`config.mk`:
```
export PLATFORM = sky130hd
export DESIGN_NAME = wb_mem_arbiter
export DESIGN_NICKNAME = d
export VERILOG_FILES = /design/src/rtl/wb_mem_arbiter.sv
export SDC_FILE = /design/constraint.sdc
export NUM_CORES = 1
export LEC_CHECK = 0
export CAP_MARGIN = 5
export CORE_AREA = 2 2 122 124
export DETAILED_ROUTE_END_ITERATION = 16
export DIE_AREA = 0 0 124 126
export HOLD_SLACK_MARGIN = 0.03
export PLACE_DENSITY = 0.54
export SYNTH_ARGS = -nofsm -noshare
export SYNTH_HDL_FRONTEND = slang
export SYNTH_SLANG_ARGS = --single-unit
```
`constraint.sdc`:
```
create_clock -name clk -period 2 [get_ports clk]
set_clock_uncertainty 0.15 [all_clocks]
set_input_delay 0.2 -clock clk [delete_from_list [all_inputs] [get_ports clk]]
set_output_delay 0.2 -clock clk [all_outputs]
set_load 0.03 [all_outputs]
```
`src/rtl/wb_mem_arbiter.sv`:
```
// wb_mem_arbiter: two-master round-robin Wishbone-classic arbiter in front of one memory slave.
// Ports:
//   clk, rst_n                      clock, asynchronous active-low reset
//   m0_* / m1_*                     master side: cyc, stb, we, sel[3:0], addr[31:0], data_out[31:0] in;
//                                   data_in[31:0], ack, err out
//   s_*                             slave side: cyc, stb, we, sel[3:0], addr[31:0], data_out[31:0] out;
//                                   data_in[31:0], ack in
// Build option: define WB_ARB_TIMEOUT_EN to add a no-ack watchdog of TIMEOUT_CYCLES cycles;
// without it m0_err/m1_err are tied low.
module wb_mem_arbiter #(
  parameter int TIMEOUT_CYCLES = 64
) (
  input  logic        clk,
  input  logic        rst_n,
  input  logic        m0_cyc,
  input  logic        m0_stb,
  input  logic        m0_we,
  input  logic [3:0]  m0_sel,
  input  logic [31:0] m0_addr,
  input  logic [31:0] m0_data_out,
  output logic [31:0] m0_data_in,
  output logic        m0_ack,
  output logic        m0_err,
  input  logic        m1_cyc,
  input  logic        m1_stb,
  input  logic        m1_we,
  input  logic [3:0]  m1_sel,
  input  logic [31:0] m1_addr,
  input  logic [31:0] m1_data_out,
  output logic [31:0] m1_data_in,
  output logic        m1_ack,
  output logic        m1_err,
  output logic        s_cyc,
  output logic        s_stb,
  output logic        s_we,
  output logic [3:0]  s_sel,
  output logic [31:0] s_addr,
  output logic [31:0] s_data_out,
  input  logic [31:0] s_data_in,
  input  logic        s_ack
);
  typedef enum logic [1:0] {IDLE, BUSY_M0, BUSY_M1} state_t;
  state_t state_q, state_d;
  logic   prio_q, prio_d;
  logic   own0, own1, busy, req0, req1, to_hit;
  assign own0 = state_q == BUSY_M0;
  assign own1 = state_q == BUSY_M1;
  assign busy = own0 | own1;
  assign req0 = m0_cyc & m0_stb;
  assign req1 = m1_cyc & m1_stb;
`ifdef WB_ARB_TIMEOUT_EN
  localparam int CW = $clog2(TIMEOUT_CYCLES + 1);
  logic [CW-1:0] cnt_q, cnt_d;
  assign to_hit = busy && cnt_q == CW'(TIMEOUT_CYCLES);
  // Zero while idle so every grant starts from a clean count; an ack or an abort also clears it.
  always_comb cnt_d = (!busy || s_ack || to_hit) ? '0 : cnt_q + CW'(s_stb);
`else
  assign to_hit = 1'b0;
`endif
  always_comb begin
    state_d = state_q;
    prio_d  = prio_q;
    if (state_q == IDLE) begin
      if (req0 && (!req1 || !prio_q)) begin
        state_d = BUSY_M0;
        prio_d  = 1'b1;
      end else if (req1) begin
        state_d = BUSY_M1;
        prio_d  = 1'b0;
      end
    end else if (to_hit || (own0 ? !m0_cyc : !m1_cyc)) begin
      state_d = IDLE;
    end
  end
  always_ff @(posedge clk or negedge rst_n) begin
    if (!rst_n) begin
      state_q <= IDLE;
      prio_q  <= 1'b0;
`ifdef WB_ARB_TIMEOUT_EN
      cnt_q   <= '0;
`endif
    end else begin
      state_q <= state_d;
      prio_q  <= prio_d;
`ifdef WB_ARB_TIMEOUT_EN
      cnt_q   <= cnt_d;
`endif
    end
  end
  assign s_cyc      = own0 ? m0_cyc      : own1 & m1_cyc;
  assign s_stb      = own0 ? m0_stb      : own1 & m1_stb;
  assign s_we       = own0 ? m0_we       : own1 & m1_we;
  assign s_sel      = own0 ? m0_sel      : own1 ? m1_sel      : '0;
  assign s_addr     = own0 ? m0_addr     : own1 ? m1_addr     : '0;
  assign s_data_out = own0 ? m0_data_out : own1 ? m1_data_out : '0;
  assign m0_data_in = own0 ? s_data_in : '0;
  assign m1_data_in = own1 ? s_data_in : '0;
  // An abort cycle reports err instead of ack even if the slave answers late.
  assign m0_ack     = own0 & s_ack & !to_hit;
  assign m1_ack     = own1 & s_ack & !to_hit;
  assign m0_err     = own0 & to_hit;
  assign m1_err     = own1 & to_hit;
endmodule

```
==> results of run 1 <==
[area by class of cell]
type	instances	area, um^2
timing repair buffer	322	3153
fill	1483	9617
tap	184	230.2
sequential	3	77.57
clock buffer	4	78.83
multi-input combinational	151	1157
[where the power goes]
group / leakage, nW / internal (mW) / total [mW] / switching [mW]
registers: 0.0342 / 0.0794 / 0.103 / 0.0238
clock network: 0.0382 / 0.263 / 0.321 / 0.0572
logic: 2.04 / 1.25 / 2.61 / 1.37
total: 2.12 / 1.59 / 3.04 / 1.45
[sequential cells by signal (all words and copies together), names as in the netlist]
signal,cells
prio_q,1
state_q,2
[timing repair]
item,CTS,global route
setup endpoints to repair,0,51
resized for setup,0,5
hold endpoints to repair,3,0
setup buffers,0,2
hold buffers,1,0
[stage by stage]
step                TNS [ps]  total power [mW]  utilization [%]
global route          -25.19             3.174            32.81
finish                     0             3.038            32.81
detailed placement         0             2.638            31.55
CTS                        0             2.977            32.17
floorplan                  0             1.461                -
global placement           0             2.639            31.55
[layer usage]
metal	track usage, %	share of wire (%)	vias up
met5	0	0	-
met4	1.322	0.62	0
met3	2.627	11	8
met2	22.79	52	163
met1	13.71	37	1245
li1	-	-	1276
[critical path: cells and delay by family (launching register included)]
| kind | cells | cell delay [ps] |
|---|---|---|
| DFF | 1 | 450 |
| AOI/OAI and AO/OA | 1 | 210 |
| buffers and inverters | 2 | 350 |
| and+or+nand+nor | 1 | 350 |
[worst min path at each step]
stage	startpoint	endpoint	slack, ps	cells past startpoint
3_5_place_dp	rst_n	prio_q	250	1
5_1_grt	prio_q	state_q[1]	440	1
4_1_cts	prio_q	state_q[1]	430	1
2_1_floorplan	rst_n	prio_q	-250	0
3_3_place_gp	rst_n	prio_q	250	1
6_report	prio_q	state_q[1]	420	1
[cells in the final DEF (no fill, tap or decap), types with 2 or more instances in the layout]
cell type        Yosys  final
nand3b_1             2      2
dfrtp_2              0      2
clkbuf_16            0      5
buf_4                3    123
buf_12               0     19
a22o_4               0      2
and2_1              66     66
a22o_1              71     69
clkdlybuf4s50_1      0    176
conb_1               1      2
[cells by family after synthesis]
logic type | count (synthesis) | share of synthesized area, %
buf+inv | 25 | 12.87
compound gates | 74 | 46.72
other cells | 1 | 0.2698
simple gates | 75 | 34.74
flops | 3 | 5.400
==> results.py, run 1 <==
metrics = {
    "drt": {
        "dr.first_iter.drc_count": 96,
        "dr.pass1.iters": 4,
        "final_antenna_net_count": 0,
        "route.detailed.drc": 0,
        "vias": 2692,
        "routed_wl_um": 11250,
        "avgRoutedWirePerCell_um": 16.95,
        "avgViaCountPerCell": 4.054,
    },
    "sta": {
        "hold_ws_ps": 424.7,
        "setup_viol": 0,
        "final_critical_path_setup_slack_ps": 32.16,
        "period_share_pct": 98.39,
        "max_freq_mhz": 508.2,
        "rsz0062_at_grt": "true",
        "maxSlewViolCount": 0,
        "hold_viol": 0,
        "period_minus_slack_ps": 1968,
    },
    "worst_setup_path": {
        "critPathKind": "reg2out",
        "cp_slowest_stage_delay_ps": 450,
        "cp.required_ps": 1650,
        "crit_path_start_kind": "register",
        "reg2reg_to": "prio_q",
        "path_common_cell": "buf_12",
        "startpoint": "state_q[1]",
        "end_kind": "primary output",
        "slowest_stage": "dfrtp_2",
        "reg2reg_from": "state_q[1]",
        "worstRegToRegCells": 2,
        "crit_end": "s_data_out[27]",
        "crit_fanout": 47,
        "worstPathArrival_ps": 1620,
        "path_cells": "and2b_4 -> buf_12 -> a22o_1 -> buf_12",
        "reg2reg_slack_ps": 820,
    },
    "yosys": {
        "netlist_area_um2": 1390,
        "synth-seq-cells": 3,
        "yosys-top-cells-area": "a22o_1 (45%), and2_1 (30%), buf_6 (6.5%)",
        "seq_area_frac_synth_pct": 5.401,
        "yosysTopAreaCellShare_pct": 44.73,
        "synth_top_area_cell": "a22o_1",
        "synth-main-ff-cell": "dfrtp_1",
        "async_reset_ff_share_pct": 100.0,
        "synthTopCellsByCount": "a22o_1 (71), and2_1 (66), buf_2 (11)",
        "synthCells": 178,
        "yosysMostFrequentCell": "a22o_1",
        "synthDistinctLibCells": 19,
        "ys.warnings.count": 0,
        "synth-edff-count": 0,
        "synth_area_per_cell_um2": 7.809,
    },
    "final_layout": {
        "diodes": 0,
        "drive_above_1_share_pct": 32.29,
        "fin_cells": 664,
        "design_area_um2": 4697,
        "num-nets-final": 658,
        "syn2layout_area_growth_pct": 237.9,
    },
    "power": {
        "vdd_drop_max_v": 0.0005526,
        "leakage_nw": 2.117,
        "p_per_area_nw_per_um2": 646.7,
    },
    "die": {
        "start_util_pct": 9.712,
        "die_h_um": 126,
        "num_rows": 44,
        "die_area_um2": 15620,
        "fp.dieW_um": 124,
        "core_um2": 14310,
        "ioPinCount": 316,
    },
    "run": {
        "cap_violations": 0,
    },
    "clock_tree": {
        "clk_pin_slew_ps": 30,
        "cts_root_buf": "clkbuf_16",
        "htreeDepth": 1,
        "cts_buffers": 3,
        "cts_tree": "yes",
        "cts.sinks": 3,
        "insertion_delay_ps": 220,
        "clk_path_buf_depth": 2,
    },
    "global_route": {
        "grt_pass1_vias": 2594,
        "grt_max_degree": 58,
        "grt_overflow": 0,
        "grt_pass1_wl_um": 14610,
        "antenna_found_initial": 1,
        "grt_use_total_pct": 11.92,
    },
    "placed_design": {
        "placed_area_um2": 4516,
        "place_inst": 655,
        "dp_hpwl_um": 8982,
        "place_ws_ps": 249.5,
        "gp_congestion": 0.9351,
        "portBuffers": 313,
    },
    "worst_hold_path": {
        "hp-class": "reg2reg",
    },
    "outcome": {
        "outcome": "finished, final reports clean",
    },
}
No activity file was read; power rests on OpenSTA's default activity.
==> run 2, diff against run 1 <==
Settings changed: PLACE_DENSITY 0.54 to 0.57.
==> results.py, run 2 (synthesis results as in run 1) <==
metrics = {
    "outcome": {
        "outcome": "finished, final reports clean",
    },
    "global_route": {
        "grt_pass1_vias": 2576,
        "grt_max_degree": 55,
        "antenna_found_initial": 0,
        "grt_pass1_wl_um": 14520,
        "grt_overflow": 0,
        "grt_use_total_pct": 11.82,
    },
    "final_layout": {
        "final_cell_mix": "clkdlybuf4s50_1 (176), buf_4 (118), a22o_1 (69)",
        "syn2layout_area_growth_pct": 234.7,
        "design_area_um2": 4653,
        "fin_cells": 660,
        "largest_register": "state_q",
        "multiInputGateArea_um2": 1157,
        "largest_reg_flops": 2,
        "num-nets-final": 654,
        "reg_top3": "state_q: 2 flops, prio_q: 1 flops",
        "diodes": 0,
        "ff_latch_area_um2": 77.57,
        "drive_above_1_share_pct": 31.72,
        "fillers": 1512,
        "mostFrequentLayoutCell": "clkdlybuf4s50_1",
    },
    "drt": {
        "avgRoutedWirePerCell_um": 16.30,
        "final_antenna_net_count": 0,
        "routed_wl_um": 10760,
        "dr.first_iter.drc_count": 87,
        "route.detailed.drc": 0,
        "avgViaCountPerCell": 3.950,
        "vias": 2607,
        "dr.pass1.iters": 4,
    },
    "clock_tree": {
        "cts_buffers": 3,
        "insertion_delay_ps": 220,
        "htreeDepth": 1,
        "cts_tree": "yes",
        "clk_path_buf_depth": 2,
        "clk_pin_slew_ps": 30,
        "cts_root_buf": "clkbuf_16",
        "cts.sinks": 3,
    },
    "placed_design": {
        "place_inst": 655,
        "dp_hpwl_um": 8880,
        "place_ws_ps": 173.1,
        "placed_area_um2": 4541,
        "gp_congestion": 0.9893,
        "portBuffers": 313,
    },
    "die": {
        "start_util_pct": 9.712,
        "core_um2": 14310,
        "fp.dieW_um": 124,
        "ioPinCount": 316,
        "num_rows": 44,
        "die_area_um2": 15620,
        "die_h_um": 126,
    },
    "worst_setup_path": {
        "end_kind": "primary output",
        "crit_path_start_kind": "register",
        "worstPathArrival_ps": 1610,
        "critPathKind": "reg2out",
        "reg2reg_slack_ps": 820,
        "crit_fanout": 50,
        "cp.required_ps": 1650,
    },
    "sta": {
        "hold_viol": 0,
        "setup_viol": 0,
        "period_share_pct": 98.09,
        "totalNegativeSetupSlack_ps": 0,
        "rsz0062_at_grt": "true",
        "final_critical_path_setup_slack_ps": 38.11,
        "max_freq_mhz": 509.7,
        "period_minus_slack_ps": 1962,
        "maxSlewViolCount": 0,
    },
    "power": {
        "leakage_nw": 2.088,
        "p_per_area_nw_per_um2": 644.3,
        "p_total_mw": 2.998,
        "vdd_drop_max_v": 0.0005980,
    },
    "run": {
        "cap_violations": 0,
    },
    "worst_hold_path": {
        "hp-class": "reg2reg",
    },
}
[run 2: area by class of cell]
cell class                      count  area share, %
Multi-Input combinational cell    151          24.87
Timing Repair Buffer              318          66.82
Tap cell                          184          4.948
Sequential cell                     3          1.667
Clock buffer                        4          1.694
[run 2: layer usage]
layer  global-route usage, %  share of wire, %
met2                   21.82                50
met1                   14.12                39
met5                       0                 0
met4                   1.917              0.63
met3                   2.400                11
[run 2: final timing paths]
path / cells after the start / from / endpoint
max: 4 / state_q[1] / s_data_out[4]
min: 1 / prio_q / prio_q
max reg2reg: 2 / state_q[1] / state_q[1]
min reg2reg: 1 / prio_q / prio_q
max in group asynchronous: 2 / rst_n / state_q[0]
min in group asynchronous: 2 / rst_n / prio_q
[run 2: report_power, final]
part,total [mW],internal [mW],switching (mW),leakage (nW)
Clock,0.318,0.263,0.0546,0.0382
Sequential,0.102,0.0794,0.0225,0.0342
Combinational,2.58,1.21,1.36,2.02
Total,3.00,1.56,1.44,2.09
[run 2: worst max-delay path, stage by stage (launching register included)]
cell and delay [ps]:
dfrtp_2 440, and2b_4 300, buf_12 230, a22o_1 240
buf_12 140
[run 2: stage by stage]
step / utilization, % / hold slack, ps
finish: 32.51 / 432.6
global placement: 31.72 / 244.6
floorplan: - / -245.6
global route: 32.51 / 443.9
detailed placement: 31.72 / 246.3
CTS: 32.41 / 428.9
[run 2: what timing repair did]
| item | CTS | global route |
|---|---|---|
| endpoints found under the setup margin | 2 | 21 |
| buffers inserted | 0 | 0 |
| hold buffers | 1 | 0 |
| hold endpoints to repair | 3 | 0 |
| gates resized for setup | 2 | 4 |
| pin swaps | 0 | 1 |
==> run 3, diff against run 2 <==
Settings changed: RECOVER_POWER set to 50.
==> results.py, run 3 (synthesis results as in run 1) <==
metrics = {
    "worst_setup_path": {
        "end_kind": "primary output",
        "worstPathArrival_ps": 1610,
        "reg2reg_slack_ps": 820,
        "critPathKind": "reg2out",
        "cp.required_ps": 1650,
        "crit_path_start_kind": "register",
        "crit_fanout": 50,
    },
    "die": {
        "fp.dieW_um": 124,
        "die_area_um2": 15620,
        "core_um2": 14310,
        "die_h_um": 126,
        "ioPinCount": 316,
        "num_rows": 44,
        "start_util_pct": 9.712,
    },
    "global_route": {
        "grt_pass1_wl_um": 14520,
        "grt_max_degree": 55,
        "grt_overflow": 0,
        "grt_use_total_pct": 11.82,
        "antenna_found_initial": 0,
        "grt_pass1_vias": 2576,
    },
    "sta": {
        "hold_ws_ps": 432.6,
        "setup_viol": 0,
        "hold_viol": 0,
        "max_freq_mhz": 509.7,
        "maxSlewViolCount": 0,
        "rsz0062_at_grt": "true",
        "final_critical_path_setup_slack_ps": 38.12,
        "totalNegativeSetupSlack_ps": 0,
        "period_share_pct": 98.09,
        "period_minus_slack_ps": 1962,
    },
    "clock_tree": {
        "clk_path_buf_depth": 2,
        "cts_root_buf": "clkbuf_16",
        "insertion_delay_ps": 220,
        "cts_tree": "yes",
        "clk_pin_slew_ps": 30,
        "cts_buffers": 3,
        "post_cts_buffers": 0,
        "htreeDepth": 1,
        "cts.sinks": 3,
    },
    "drt": {
        "highest_layer": "met4",
        "wl_met2_um": 5395,
        "route.met3.wl_um": 1152,
        "avgRoutedWirePerCell_um": 16.30,
        "avgViaCountPerCell": 3.950,
        "wl_met1_um": 4145,
        "final_antenna_net_count": 0,
        "dr.pass1.iters": 4,
        "dr.first_iter.drc_count": 87,
        "routed_wl_um": 10760,
        "vias": 2607,
        "route.detailed.drc": 0,
    },
    "final_layout": {
        "final_cell_mix": "clkdlybuf4s50_1 (173), buf_4 (118), a22o_1 (69)",
        "drive_above_1_share_pct": 31.72,
        "final_util_pct": 32.51,
        "largest_reg_flops": 2,
        "num-nets-final": 654,
        "mostFrequentLayoutCell": "clkdlybuf4s50_1",
        "fillers": 1512,
        "largest_register": "state_q",
        "diodes": 0,
        "syn2layout_area_growth_pct": 234.7,
        "reg_top3": "state_q: 2 flops, prio_q: 1 flops",
    },
    "placed_design": {
        "dp_hpwl_um": 8880,
        "place_ws_ps": 173.1,
        "gp_congestion": 0.9893,
        "portBuffers": 313,
    },
    "outcome": {
        "outcome": "finished, final reports clean",
    },
    "run": {
        "cap_violations": 0,
    },
    "worst_hold_path": {
        "hp-class": "reg2reg",
    },
    "power": {
        "p_per_area_nw_per_um2": 644.0,
        "vdd_drop_max_v": 0.0005977,
        "leakage_nw": 2.089,
    },
}
==> run 3: cell types whose count changed in the layout (fill, tap and decap cells not counted) <==
| cell | before | now |
|---|---|---|
| dlygate4sd3_1 | 1 | 4 |
| clkdlybuf4s50_1 | 176 | 173 |
==> run 3: path summary, 6_finish.rpt <==
kind,startpoint,to,cells after the start
min reg2reg,prio_q,prio_q,1
min,prio_q,prio_q,1
max reg2reg,state_q[1],state_q[1],2
max,state_q[1],s_data_out[4],4
min in group asynchronous,rst_n,prio_q,2
max in group asynchronous,rst_n,state_q[0],2
==> run 3: layout make-up <==
type,count,area (um^2),area share [%]
clock buffers,4,78.83,1.694
flip-flops and latches,3,77.57,1.667
multi-input cells,151,1157,24.87
repair buffers,318,3109,66.82
well taps,184,230.2,4.948
==> run 3: power by group <==
part           switching [mW]  internal [mW]  total (mW)
clock network          0.0546          0.263       0.318
registers              0.0225         0.0794       0.102
logic                    1.36           1.21        2.58
total                    1.44           1.56        3.00
==> run 3: worst max-delay path, cell delays in order, from the launching register on <==
cell	delay, ps
dfrtp_2	440
and2b_4	300
buf_12	230
a22o_1	240
buf_12	140
==> run 3: stage by stage <==
stage	std cells	power, mW	area (um^2)
CTS	660	3.020	4639
floorplan	179	1.461	1394
detailed placement	655	2.675	4541
global placement	655	2.659	4541
global route	660	3.133	4653
finish	660	2.997	4653
==> run 3: metal layers <==
metal  GRT usage (%)  vias up
li1                -     1260
met1           14.12     1193
met4           1.917        0
met2           21.82      148
met3           2.400        6
met5               0        -
==> run 3: timing repair <==
item / 4_1_cts / 5_1_grt
endpoints found under the hold margin: 3 / 0
hold buffers: 1 / 0
pin swaps: 0 / 1
setup endpoints to repair: 2 / 21
gates resized for setup: 2 / 4
